--- config.mk ---
export PLATFORM = sky130hd
export DESIGN_NAME = btb_ctrl
export DESIGN_NICKNAME = d
export VERILOG_FILES = /design/src/rtl/btb_ctrl.sv
export SDC_FILE = /design/constraint.sdc
export NUM_CORES = 1
export LEC_CHECK = 0
export ABC_CLOCK_PERIOD_IN_PS = 1320
export CORE_ASPECT_RATIO = 1.4
export CORE_MARGIN = 1.5
export CORE_UTILIZATION = 30
export DETAILED_ROUTE_END_ITERATION = 8
export PLACE_DENSITY = 0.81
export REMOVE_ABC_BUFFERS = 1
export SYNTH_ARGS = -nofsm -noshare
export SYNTH_HDL_FRONTEND = slang
export SYNTH_SLANG_ARGS = --single-unit
--- constraint.sdc ---
create_clock -name clk -period 1.32 [get_ports clk]
set_input_delay 0.33 -clock clk [delete_from_list [all_inputs] [get_ports clk]]
set_output_delay 0.33 -clock clk [all_outputs]
set_load 0.02 [all_outputs]
--- src/rtl/btb_ctrl.sv ---
// btb_ctrl: sequencing controller for the 4-way BTB/BHT datapath.
// Turns resolve-stage outcomes into allocate writes (WRITE -> CLEAR) and BHT
// updates, issues LRU touches for IF-stage hits and runs a set-by-set flush.
// Optional statistics counters are built when the macro BTB_STATS_EN is defined.
module btb_ctrl #(
   parameter int NUM_SETS = 16,
   parameter int SET_W    = 4,
   parameter int STAT_W   = 16
) (
   input  logic              clk,
   input  logic              rst_n,
   input  logic              resolve_valid,
   input  logic              load_btb,
   input  logic              resolve_hit,
   input  logic              mispredict,
   input  logic              pipe_stall,
   input  logic              if_lookup,
   input  logic              if_hit,
   input  logic              flush_req,
   output logic              load_tag,
   output logic              load_target,
   output logic              load_valid,
   output logic              load_lru,
   output logic              lru_store,
   output logic              load_bht,
   output logic              clear_bht,
   output logic              clear_valid,
   output logic              clear_target_holder,
   output logic [SET_W-1:0]  flush_set,
   output logic              flush_active,
   output logic              busy,
   output logic [STAT_W-1:0] stat_lookups,
   output logic [STAT_W-1:0] stat_hits,
   output logic [STAT_W-1:0] stat_mispredicts
);

   typedef enum logic [1:0] {
      IDLE  = 2'd0,
      WRITE = 2'd1,
      CLEAR = 2'd2,
      FLUSH = 2'd3
   } state_t;

   localparam logic [SET_W-1:0] LAST_SET = SET_W'(NUM_SETS - 1);

   state_t           state_r;
   state_t           state_next;
   logic [SET_W-1:0] flush_cnt_r;
   logic             accept;
   logic             alloc;
   logic             touch;

   assign flush_active = (state_r == FLUSH);
   assign accept       = resolve_valid & load_btb & ~pipe_stall & ~flush_active;
   assign alloc        = accept & ~resolve_hit;
   assign touch        = if_lookup & if_hit & ~pipe_stall;
   assign busy         = (state_r != IDLE);
   assign flush_set    = flush_cnt_r;
   // BHT update is combinational so the resolve stage sees it in its own cycle.
   assign load_bht     = accept;

   // State register; reset aborts any write or flush in flight.
   always_ff @(posedge clk or negedge rst_n) begin
      if (!rst_n) begin
         state_r <= IDLE;
      end else begin
         state_r <= state_next;
      end
   end

   // Flush set counter: walks every set during FLUSH and rests at 0 otherwise.
   always_ff @(posedge clk or negedge rst_n) begin
      if (!rst_n) begin
         flush_cnt_r <= {SET_W{1'b0}};
      end else if (state_r == FLUSH && flush_cnt_r != LAST_SET) begin
         flush_cnt_r <= flush_cnt_r + {{(SET_W-1){1'b0}}, 1'b1};
      end else begin
         flush_cnt_r <= {SET_W{1'b0}};
      end
   end

   // Next-state logic; a flush request outranks a pending allocate.
   always_comb begin
      state_next = state_r;
      case (state_r)
         IDLE: begin
            if (flush_req)  state_next = FLUSH;
            else if (alloc) state_next = WRITE;
            else            state_next = IDLE;
         end
         WRITE: begin
            if (flush_req)  state_next = FLUSH;
            else if (alloc) state_next = WRITE;
            else            state_next = CLEAR;
         end
         CLEAR: begin
            if (flush_req)  state_next = FLUSH;
            else if (alloc) state_next = WRITE;
            else            state_next = IDLE;
         end
         FLUSH: begin
            if (flush_cnt_r == LAST_SET) state_next = IDLE;
            else                         state_next = FLUSH;
         end
         default: state_next = IDLE;
      endcase
   end

   // Write/clear strobes decoded from the current state.
   always_comb begin
      load_tag            = 1'b0;
      load_target         = 1'b0;
      load_valid          = 1'b0;
      load_lru            = 1'b0;
      lru_store           = 1'b0;
      clear_bht           = 1'b0;
      clear_valid         = 1'b0;
      clear_target_holder = 1'b0;
      case (state_r)
         IDLE: begin
            load_lru = touch;
         end
         WRITE: begin
            // Allocate owns the LRU port here, so hit touches are dropped.
            load_tag    = 1'b1;
            load_target = 1'b1;
            load_valid  = 1'b1;
            load_lru    = 1'b1;
            lru_store   = 1'b1;
         end
         CLEAR: begin
            clear_target_holder = 1'b1;
            load_lru            = touch;
         end
         FLUSH: begin
            clear_valid         = 1'b1;
            clear_bht           = (flush_cnt_r == {SET_W{1'b0}});
            clear_target_holder = (flush_cnt_r == LAST_SET);
         end
         default: begin
            load_lru = 1'b0;
         end
      endcase
   end

`ifdef BTB_STATS_EN
   logic flush_entry;
   assign flush_entry = (state_r != FLUSH) && (state_next == FLUSH);

   // Saturating statistics counters, zeroed when a flush begins.
   always_ff @(posedge clk or negedge rst_n) begin
      if (!rst_n) begin
         stat_lookups     <= {STAT_W{1'b0}};
         stat_hits        <= {STAT_W{1'b0}};
         stat_mispredicts <= {STAT_W{1'b0}};
      end else if (flush_entry) begin
         stat_lookups     <= {STAT_W{1'b0}};
         stat_hits        <= {STAT_W{1'b0}};
         stat_mispredicts <= {STAT_W{1'b0}};
      end else begin
         if (if_lookup && !pipe_stall && stat_lookups != {STAT_W{1'b1}})
            stat_lookups <= stat_lookups + {{(STAT_W-1){1'b0}}, 1'b1};
         else
            stat_lookups <= stat_lookups;
         if (if_lookup && !pipe_stall && if_hit && stat_hits != {STAT_W{1'b1}})
            stat_hits <= stat_hits + {{(STAT_W-1){1'b0}}, 1'b1};
         else
            stat_hits <= stat_hits;
         if (accept && mispredict && stat_mispredicts != {STAT_W{1'b1}})
            stat_mispredicts <= stat_mispredicts + {{(STAT_W-1){1'b0}}, 1'b1};
         else
            stat_mispredicts <= stat_mispredicts;
      end
   end
`else
   logic unused_stats;
   assign unused_stats     = &{1'b0, mispredict};
   assign stat_lookups     = {STAT_W{1'b0}};
   assign stat_hits        = {STAT_W{1'b0}};
   assign stat_mispredicts = {STAT_W{1'b0}};
`endif

endmodule

**Word-level counts from Yosys, hierarchy flattened**

Index checks and enable logic that the tools add are counted.

- Flip-flop bits (word level): 6
- Output and inout bits: 63
- Logic and storage cells: 34
- Input port bits: 10

- Reductions and logical operators: 5
- Bitwise gates (word level): 9
- Eq/ne operators: 5
- Multiplexer cells: 12
- $add $sub $neg: 1

Operators by type and width:

| cell | count |
|---|---|
| 2-bit 2-to-1 mux | 4 |
| 1-bit AND | 6 |
| 2-bit one-hot mux with 3 select lines | 1 |
| 4-bit by 1-bit adder with 4-bit output, second input constant | 1 |
| 2-bit equality test, second input constant | 2 |
| 4-bit equality test, second input constant | 1 |
| 4-bit zero test | 1 |
| 1-bit 2-to-1 mux | 4 |
| 4-bit 2-to-1 mux | 1 |
| 4-bit != test, second input constant | 1 |
| 1-bit one-hot mux with 2 select lines | 2 |
| 1-bit NOT | 3 |
| 2-bit by 1-bit equality test with 1-bit output, second input constant | 1 |
| 2-bit zero test | 1 |
| 2-bit nonzero test | 1 |
| 2-bit OR reduction | 1 |
| 1-bit logical AND | 1 |

**Depth between registers and ports, before layout**

- Depth in word-level cells: 7
- Mapped depth: 4
- Depth with buffers taken out: 4

**Worst setup path before layout**

Ideal clock, no wire load.

- Path type: flip-flop to output port
- From: reg flush_cnt_r[0] (netlist: flush_set[0])
- To: out clear_target_holder
- Stages on the path, launching flop included: 4
- Slack: -0.226 ns
- Data required time: 0.990 ns
- Buffers on the path: 0
- Data arrival time: 1.216 ns
- Cell sequence: dfrtp_1 > ha_1 > nand3_2 > a21boi_1

- Cells in the longest elaborated chain, start to end: 2

Ends and longest elaborated chain:

| item | line | source |
|---|---|---|
| start, declared | 48 | `logic [SET_W-1:0] flush_cnt_r;` |
| start signal, assigned | 74 | `flush_cnt_r <= {SET_W{1'b0}};` |
| start signal, assigned | 76 | `flush_cnt_r <= flush_cnt_r + {{(SET_W-1){1'b0}}, 1'b1};` |
| start signal, assigned | 78 | `flush_cnt_r <= {SET_W{1'b0}};` |
| 4-bit equality test | 138 | `clear_target_holder = (flush_cnt_r == LAST_SET);` |
| 1-bit one-hot mux with 2 select lines | 119 | `case (state_r)` |
| end, declared | 28 | `output logic clear_target_holder,` |

Every way passes these cells.

**Worst setup path in the final report**

- From: reg state_r[0]
- To: out load_lru

- Cells in the longest elaborated chain, start to end: 3
- Elaborated cells between the ends (all ways): 5
- Classes of those cells: eq/ne: 2; mux: 1; reduce/logical: 2

Ends and longest elaborated chain:

| item | line | source |
|---|---|---|
| start, declared | 46 | `state_t state_r;` |
| start signal, assigned | 67 | `state_r <= state_next;` |
| 2-bit equality test or 2-bit zero test (tied branches) | 119 |  |
| 2-bit OR reduction (no line) | -- |  |
| 1-bit one-hot mux with 2 select lines * | 119 |  |
| end, declared | 23 | `output logic load_lru,` |

Mark *: on every way between the ends. The rest lies on a longest branch, timed or not.

==> impl_metrics.env <==
export IMPL_setup_worst_path_start_class="register"
export IMPL_setup_viol=11
export IMPL_hold_ws_ps=325
export IMPL_grt_pass1_vias=436
export IMPL_required_ps=990
export IMPL_cp_arrival_ps=1190
export IMPL_finalHoldViolations=0
export IMPL_vias=541
export IMPL_area_delta_synth_final_pct=32.2
export IMPL_clkLatencyLatePin_ps=240
export IMPL_place_congestion=0.765
export IMPL_start_util=0.314
export IMPL_final_nets=140
export IMPL_grt_antenna_before_repair=0
export IMPL_period_needed_ps=1520
export IMPL_overflow=0
export IMPL_dieArea_um2=2820
export IMPL_ys_types=26
export IMPL_htreeDepth=1
export IMPL_portBuffers=23
export IMPL_ys_ff_latch=6
export IMPL_violations="negative setup slack"
export IMPL_peakVddDrop_uv=819
export IMPL_cts_buffers=3
export IMPL_viasPerCell=3.38
export IMPL_fmax_mhz=656
export IMPL_crit_type="reg2out"
export IMPL_fin_skew_ps=1.03
export IMPL_slowest_stage="dfrtp_2"
export IMPL_fillers=241
export IMPL_clkSinkCount=6
export IMPL_avgSynthCellArea_um2=8.53
export IMPL_fin_ws_ps=-204
export IMPL_core_area_um2=2390
export IMPL_drt_iter0_markers=6
export IMPL_synth_edf_count=0
export IMPL_die_h_um=62.2
export IMPL_clock_path_buffers=2
export IMPL_power_leakage_nw=0.539
export IMPL_routed_wl_mm=1.26
export IMPL_drc=0
export IMPL_cp_end_kind="output port"
export IMPL_synth_flop_cell="dfrtp_1"
export IMPL_rsz0062_at_grt="true"
export IMPL_power_density_nw_per_um2=2000
export IMPL_dpl_cell_count=150
export IMPL_instances_no_fill=160
export IMPL_hp_class="in2async"
export IMPL_maxCapViolCount=0
export IMPL_cts_root_buffer="clkbuf_4"
export IMPL_ios=73
export IMPL_grt_pass1_wl_mm=1.79
export IMPL_async_reset_ff_frac=1.00
export IMPL_ys_seq_area_frac=0.200
export IMPL_ant_nets=0
export IMPL_crit_fanout=5
export IMPL_drv_slew=0
export IMPL_first_pass_iters=2
export IMPL_fin_crit_sh=1.15
export IMPL_slowest_delay_ps=460
export IMPL_fp_row_count=21
export IMPL_critPathTopFamily="flip-flops"
export IMPL_drt_wirelength_per_cell_um=7.90
export IMPL_grt_total_usage=0.0876
export IMPL_layout_drive_gt1_share=0.381
export IMPL_diodes=0
export IMPL_yosys_warnings=0
export IMPL_crit_chain="nor2b_4 -> a31o_1 -> buf_6"
export IMPL_grt_max_degree=7
export IMPL_dp_hpwl_mm=1.01
export IMPL_die_x_um=45.3
export IMPL_status="finished with violations"
export IMPL_cts_hold_buffers_added=0
export IMPL_synth_area_um2=751
export IMPL_cts_tree="yes"
export IMPL_syn_inst=88
export IMPL_clkTransAtPathRegs_ps=40
export IMPL_critPathBufInv=1
==> cell families after synthesis <==
| logic type | after synthesis | share of synthesized area |
|---|---|---|
| buf+inv | 55 | 0.542 |
| simple gates | 16 | 0.147 |
| compound gates | 6 | 0.0500 |
| flops | 6 | 0.200 |
| xor+xnor | 2 | 0.0233 |
| fa+ha+maj | 2 | 0.0333 |
| other cells | 1 | 0.00500 |
==> state kept, by name, indices dropped and copies added, names as in the netlist <==
register,cells
flush_set,4
state_r,2
==> layout make-up <==
class	count	area (µm²)	area share
Multi-Input combinational cell	74	397	0.400
Timing Repair Buffer	40	362	0.364
Sequential cell	6	153	0.154
Tap cell	34	42.5	0.0429
Clock buffer	3	22.5	0.0227
Inverter	3	16.3	0.0164
==> cells in the final DEF, fill, tap and decap left out, types with 2 or more instances in the layout <==
cell	instances
buf_2	4
buf_4	13
buf_6	14
clkbuf_4	3
clkdlybuf4s50_1	5
conb_1	48
dfrtp_1	4
dfrtp_2	2
dlygate4sd2_1	3
inv_1	2
nand2_4	2
nor2_1	3
o21ai_1	2
==> path summary, 6_finish.rpt <==
check                                            start                     end  slack [ps]  cells after the start
worst max register to register    state_r[0]$_DFF_PN0_  flush_set[1]$_DFF_PN0_         170                      5
min in group clk                              load_btb    state_r[0]$_DFF_PN0_         530                      3
worst min register to register  flush_set[0]$_DFF_PN0_  flush_set[0]$_DFF_PN0_         580                      2
worst min-delay path                             rst_n  flush_set[1]$_DFF_PN0_         330                      1
worst max-delay path              state_r[0]$_DFF_PN0_                load_lru        -200                      3
max in group asynchronous                        rst_n    state_r[1]$_DFF_PN0_         770                      1
==> through the flow <==
step | power, mW | TNS (ps) | util | setup WS, ps | cell area (µm²)
4_1_cts | 1.83 | -1500 | 0.390 | -225 | 932
6_report | 1.98 | -1630 | 0.415 | -204 | 992
3_3_place_gp | 1.51 | -4840 | 0.370 | -678 | 885
5_1_grt | 2.11 | -2180 | 0.415 | -279 | 992
2_1_floorplan | 0.965 | -1300 | - | -427 | 537
3_5_place_dp | 1.53 | -4960 | 0.370 | -679 | 885
==> power breakdown <==
group	leakage, nW	switching, mW	internal [mW]	total, mW
clock network	0.0138	0.0580	0.102	0.160
logic	0.451	0.739	0.728	1.47
registers	0.0742	0.0999	0.255	0.355
==> per-layer routing <==
| metal | track usage | part of all wire | up-vias |
|---|---|---|---|
| li1 | - | - | 258 |
| met1 | 0.0894 | 0.34 | 239 |
| met2 | 0.146 | 0.54 | 44 |
| met3 | 0.0349 | 0.12 | 0 |
| met4 | 0.0441 | 0 | 0 |
| met5 | 0 | 0 | - |
==> repair_timing <==
item / 4_1_cts / 5_1_grt
gates resized for setup: 82 / 13
buffers inserted: 5 / 2
pin swaps: 4 / 5
gates cloned: 0 / 0
endpoints found under the setup margin: 15 / 12
==> synth_stat cells (2+ instances only) <==
cell type / n / area share
ha_1: 2 / 0.033
buf_4: 52 / 0.52
dfrtp_1: 6 / 0.20
o21ai_1: 2 / 0.013
inv_1: 2 / 0.010
nor2_1: 4 / 0.020
No activity file was read; power rests on OpenSTA's default activity.
==> variant 1, RTL diff (same flow settings) <==
Encoding of `state_t`: now one-hot (4 bits for 4 states).
--- a/src/rtl/btb_ctrl.sv
+++ b/src/rtl/btb_ctrl.sv
@@ -34,11 +34,11 @@
    output logic [STAT_W-1:0] stat_mispredicts
 );
 
-   typedef enum logic [1:0] {
-      IDLE  = 2'd0,
-      WRITE = 2'd1,
-      CLEAR = 2'd2,
-      FLUSH = 2'd3
+   typedef enum logic [3:0] {
+      IDLE  = 4'b0001,
+      WRITE = 4'b0010,
+      CLEAR = 4'b0100,
+      FLUSH = 4'b1000
    } state_t;
 
    localparam logic [SET_W-1:0] LAST_SET = SET_W'(NUM_SETS - 1);
Check against the original RTL: same outputs for any inputs over 10 cycles, from zero or initial values and one cycle with rst_n low; not proved beyond that.
==> variant 1 against the original RTL <==
  * The flow still finishes with violations (setup timing)
  * Wire length is 55% higher
  * Sequential share of layout area hardly changed
  * Worst setup slack worse by 0.40 ns
  * Sequential cell count is 2 higher
  * Design area is 32% higher
  * Area after synthesis is 16% higher
  * Clock skew is 0.0041 ns higher
  * Total power is 26% lower
  * Critical path type unchanged
  * Largest cell class unchanged
==> variant 1: results (changes against the original RTL) <==
drt:
  dr.first_iter.drc_count: 7  # was 6
  drtPass1Iterations: 4  # was 2
  wl_mm: 1.96  # was 1.26 mm
  vias_per_cell: 3.88  # was 3.38
cts:
  cts-root-buf: "clkbuf_4"  # unchanged
  cts.clk_slew.worst_paths_ns: 0.06  # was 0.04 ns
  cts.path.max_buffers: 2  # unchanged
  clock_latency_ns: 0.26  # was 0.24 ns
  h-tree-depth: 1  # unchanged
cells_and_area:
  drive_above_1_share: 0.417  # was 0.381
  nets: 164  # was 140
  insertedDiodeCount: 0  # unchanged
synth:
  synth_xor_area_frac: 0.0302  # was 0.0233
  synthTopCellsByCount: "53 x buf_4, 7 x dfrtp_1, 6 x nor2_1, 4 x inv_1"  # was 52 x buf_4, 6 x dfrtp_1, 4 x nor2_1
  yosysSeqAreaShare: 0.231  # was 0.200
  synth_fa_ha_area_frac: 0.0287  # was 0.0333
  synth_ff_type: "dfrtp_1"  # unchanged
  async_flop_share: 1.00  # unchanged
  synth_mux_area_frac: 0.0115  # was 0
  ys_top_cells_by_area: "buf_4 46%, dfrtp_1 20%, dfstp_2 3.0%, ha_1 2.9%, nor2_1 2.6%"  # was buf_4 52%, dfrtp_1 20%, ha_1 3.3%, nor2_1 2.0%, nor4b_2 2.0%
  synth-compound-area-share: 0.0503  # was 0.0500
  synthDistinctLibCells: 28  # was 26
outcome:
  outcome: "complete, but fails checks"  # unchanged
  violations: "setup timing"  # unchanged
grt:
  grt_pass1_vias: 652  # was 436
  grt_pass1_wl_mm: 2.76  # was 1.79 mm
  grtUsageTotal: 0.119  # was 0.0876
  grtUsageMet2: 0.240  # was 0.146
  use_met3: 0.0202  # was 0.0349
  grt_max_degree: 9  # was 7
  met1_usage: 0.0938  # was 0.0894
placed_design:
  gp_congestion: 0.681  # was 0.765
  dp_hpwl_mm: 1.25  # was 1.01 mm
  place_area_sq_um: 1070  # was 885 sq um
power:
  ir_worst_vdd_v: 0.000604  # was 0.000819 V
  p_leak_uw: 0.000683  # was 0.000539 uW
timing:
  fin_worst_skew_ns: 0.00509  # was 0.00103 ns
  finalSetupViolations: 21  # was 11
  finalWorstSetupSlack_ns: -0.600  # was -0.204 ns
worst_setup_path:
  reg2reg_to: "state_r[2]"  # was flush_set[1]
  r2r_start: "state_r[1]"  # was state_r[0]
  critical_path_arrival_ns: 1.59  # was 1.19 ns
  cp_max_fo: 2  # was 5
  ff2ff_setup_slack_ns: -0.42  # was 0.17 ns
  r2r_cells: 6  # was 5
worst_hold_path:
  hp-class: "input pin to async pin"  # unchanged
-- variant 1: critical path: stages (launching register included) --
cell     delay (ns)
dfrtp_1        0.39
or4b_4         0.55
nor4b_2        0.22
buf_4          0.18
-- variant 1: report_power, final --
| part | internal (uW) | switching [uW] |
|---|---|---|
| Sequential | 296 | 29.8 |
| Clock | 116 | 94.3 |
| Combinational | 422 | 508 |
-- variant 1: layer usage --
layer,routed length [um],vias up
met3,181,6
met5,0,-
li1,-,331
met1,553,325
met4,59,0
met2,1170,64
-- variant 1: stage by stage --
stage	hold slack, ns	setup TNS [ns]	worst slack, ns	std cells	total power (uW)
finish	0.340	-6.94	-0.600	187	1470
global route	0.368	-7.83	-0.644	187	1540
CTS	0.337	-6.83	-0.581	186	1410
detailed placement	0.564	-9.46	-0.847	174	1030
global placement	0.551	-8.82	-0.846	174	1020
floorplan	0.0344	-4.38	-0.743	96	710
-- variant 1: worst max-delay path by stage --
| stage | cells after the start | endpoint | startpoint | slack, ns |
|---|---|---|---|---|
| 2_1_floorplan | 2 | clear_bht | state_r[1] | -0.74 |
| 3_3_place_gp | 3 | clear_bht | state_r[1] | -0.85 |
| 3_5_place_dp | 3 | clear_bht | state_r[1] | -0.85 |
| 4_1_cts | 3 | clear_bht | state_r[1] | -0.58 |
| 5_1_grt | 3 | clear_bht | state_r[1] | -0.64 |
| 6_report | 3 | clear_bht | state_r[1] | -0.60 |
-- variant 1: cell type report --
type | count | area, sq um
Clock buffer | 4 | 26.3
Fill cell | 286 | 1390
Inverter | 5 | 26.3
Multi-Input combinational cell | 83 | 534
Sequential cell | 8 | 201
Tap cell | 36 | 45.0
Timing Repair Buffer | 51 | 474
-- variant 1: kinds of logic (layout without fill, tap and decap cells) --
kind of cell	count (synthesis)	after routing
fa+ha+maj	2	2
flops	8	8
buf+inv	58	60
compound gates	5	5
simple gates	24	24
other cells	1	48
xor+xnor	3	3
mux	1	1
-- variant 1: timing repair --
item / CTS / global route
endpoints found under the hold margin: 0 / 0
setup endpoints to repair: 22 / 21
pin swaps: 9 / 6
resized for setup: 114 / 13
buffers inserted: 8 / 6
==> variant 2, RTL diff (same flow settings) <==
Made on the original files. Build with the macro `BTB_STATS_EN` defined.
--- a/src/rtl/btb_ctrl.sv
+++ b/src/rtl/btb_ctrl.sv
@@ -2,6 +2,8 @@
 // Turns resolve-stage outcomes into allocate writes (WRITE -> CLEAR) and BHT
 // updates, issues LRU touches for IF-stage hits and runs a set-by-set flush.
 // Optional statistics counters are built when the macro BTB_STATS_EN is defined.
+`define BTB_STATS_EN
+
 module btb_ctrl #(
    parameter int NUM_SETS = 16,
    parameter int SET_W    = 4,
Check against the original RTL: not equivalent (a bounded check fails within 4 cycles, from zero or initial values and one cycle with rst_n low).
==> variant 2 against the original RTL <==
  * The run still ends with setup timing left
  * Design area grew to 7.0 times the old value
  * Total power grew to 3.3 times the old value
  * First-iteration DRC count increased to 41 times the old value
  * Area after synthesis grew to 4.2 times the old value
  * Sequential power rose to 5.3 times the old value
  * Worst setup slack lost 0.34 ns
  * Clock skew grew 0.0096 ns
  * Wire length increased to 12 times the old value
  * Sequential cell count increased by 48
  * Largest cell class is now buffers
==> variant 2: results (changes against the original RTL) <==
synth:
  yosysSeqAreaShare: 0.425  # was 0.200
  synthDistinctLibCells: 49  # was 26
  synthTopCellsByCount: "54 x dfrtp_1, 33 x nand2_1, 32 x a21oi_1, 19 x nand3_1"  # was 52 x buf_4, 6 x dfrtp_1, 4 x nor2_1
  synthCells: 349  # was 88
  ys_top_cells_by_area: "dfrtp_1 43%, a21oi_1 5.0%, o31ai_1 4.3%, or4_1 4.0%, nand2_1 3.9%"  # was buf_4 52%, dfrtp_1 20%, ha_1 3.3%, nor2_1 2.0%, nor4b_2 2.0%
timing:
  finalSetupViolations: 85  # was 11
  fin_setup_tns_ns: -23.17  # was -1.63 ns
  finalWorstSetupSlack_ns: -0.542  # was -0.204 ns
  fin_worst_skew_ns: 0.0107  # was 0.00103 ns
cells_and_area:
  nets: 638  # was 140
  fill_cells: 706  # was 241
  drive_above_1_share: 0.673  # was 0.381
drt:
  dr.first_iter.drc_count: 244  # was 6
  avgRoutedWirePerCell_um: 20.1  # was 7.90 um
  drtPass1Iterations: 4  # was 2
cts:
  cts.clk_slew.worst_paths_ns: 0.08  # was 0.04 ns
  clock_latency_ns: 0.30  # was 0.24 ns
  h-tree-depth: 2  # was 1
  cts-root-buf: "clkbuf_16"  # was clkbuf_4
grt:
  grtUsageTotal: 0.249  # was 0.0876
  grt_pass1_vias: 4538  # was 436
  grt_pass1_wl_mm: 22.4  # was 1.79 mm
  grt_max_degree: 55  # was 7
outcome:
  violations: "setup timing"  # unchanged
  outcome: "complete, but fails checks"  # unchanged
placed_design:
  dp_hpwl_mm: 8.04  # was 1.01 mm
  gp_congestion: 0.902  # was 0.765
  pre_cts_ws_ns: -0.934  # was -0.679 ns
  io_buffers: 72  # was 23
power:
  ir_worst_vdd_v: 0.000551  # was 0.000819 V
  p_leak_uw: 0.00302  # was 0.000539 uW
-- variant 2: cell types whose count changed in the layout (fill, tap and decap cells not counted), moves of 18 or more --
cell	unedited run	this run
nand4_1	0	18
dfrtp_1	4	47
nand2_1	1	29
buf_6	14	146
conb_1	48	0
buf_4	13	117
a21oi_2	0	23
-- variant 2: worst paths after layout --
kind / startpoint / end / depth (start not counted)
worst max register to register: stat_lookups[0] / stat_lookups[12] / 5
worst min register to register: flush_set[0] / flush_set[0] / 2
min in group clk: if_lookup / stat_lookups[1] / 3
max in group asynchronous: rst_n / stat_mispredicts[10] / 2
worst max-delay path: stat_lookups[0] / stat_lookups[12] / 5
worst min-delay path: rst_n / flush_set[1] / 2
-- variant 2: worst max-delay path, stage by stage (launching register included) --
cell and delay (ns):
dfrtp_1 0.38, ha_2 0.23, nand3_4 0.10, or3_4 0.44, or4_1 0.49, a21oi_1 0.15
-- variant 2: report_power, final --
part           internal (uW)  switching [uW]
logic                   1720            1600
registers               1750             118
clock network            706             662
total                   4180            2380
-- variant 2: timing repair --
action,CTS,global route
endpoints found under the setup margin,111,108
gates cloned,2,0
gates resized for setup,532,123
setup buffers,55,36
pin swaps,67,41
-- variant 2: through the flow --
stage          utilization  hold slack, ns  area (sq um)
2_1_floorplan            -          0.0344          3080
3_3_place_gp         0.490           0.352          5070
3_5_place_dp         0.490           0.358          5070
4_1_cts              0.613          0.0484          6350
5_1_grt              0.671          0.0405          6940
6_report             0.671          0.0223          6940
-- variant 2: layout make-up --
cell class                      instances  area (sq um)  share of cell area
Clock inverter                          3          21.3             0.00306
Timing Repair Buffer                  282          2740               0.395
Clock buffer                            5           125              0.0180
Inverter                               12          47.5             0.00685
Multi-Input combinational cell        268          2470               0.356
Sequential cell                        54          1360               0.196
Tap cell                              138           173              0.0249
-- variant 2: cells by family after synthesis --
family	synth area share
adders and majority gates	0.0197
DFF	0.425
AOI/OAI and AO/OA	0.174
buffers and inverters	0.0433
muxes	0.0319
and+or+nand+nor	0.300
xor gates and xnor gates	0.00551
-- variant 2: metal layers --
layer | wire [um] | vias to the layer above | global-route usage | part of all wire
li1 | - | 1891 | - | -
met1 | 5270 | 2131 | 0.255 | 0.34
met2 | 8710 | 212 | 0.485 | 0.57
met3 | 637 | 66 | 0.0311 | 0.042
met4 | 669 | 0 | 0.126 | 0.044
met5 | 0 | - | 0 | 0
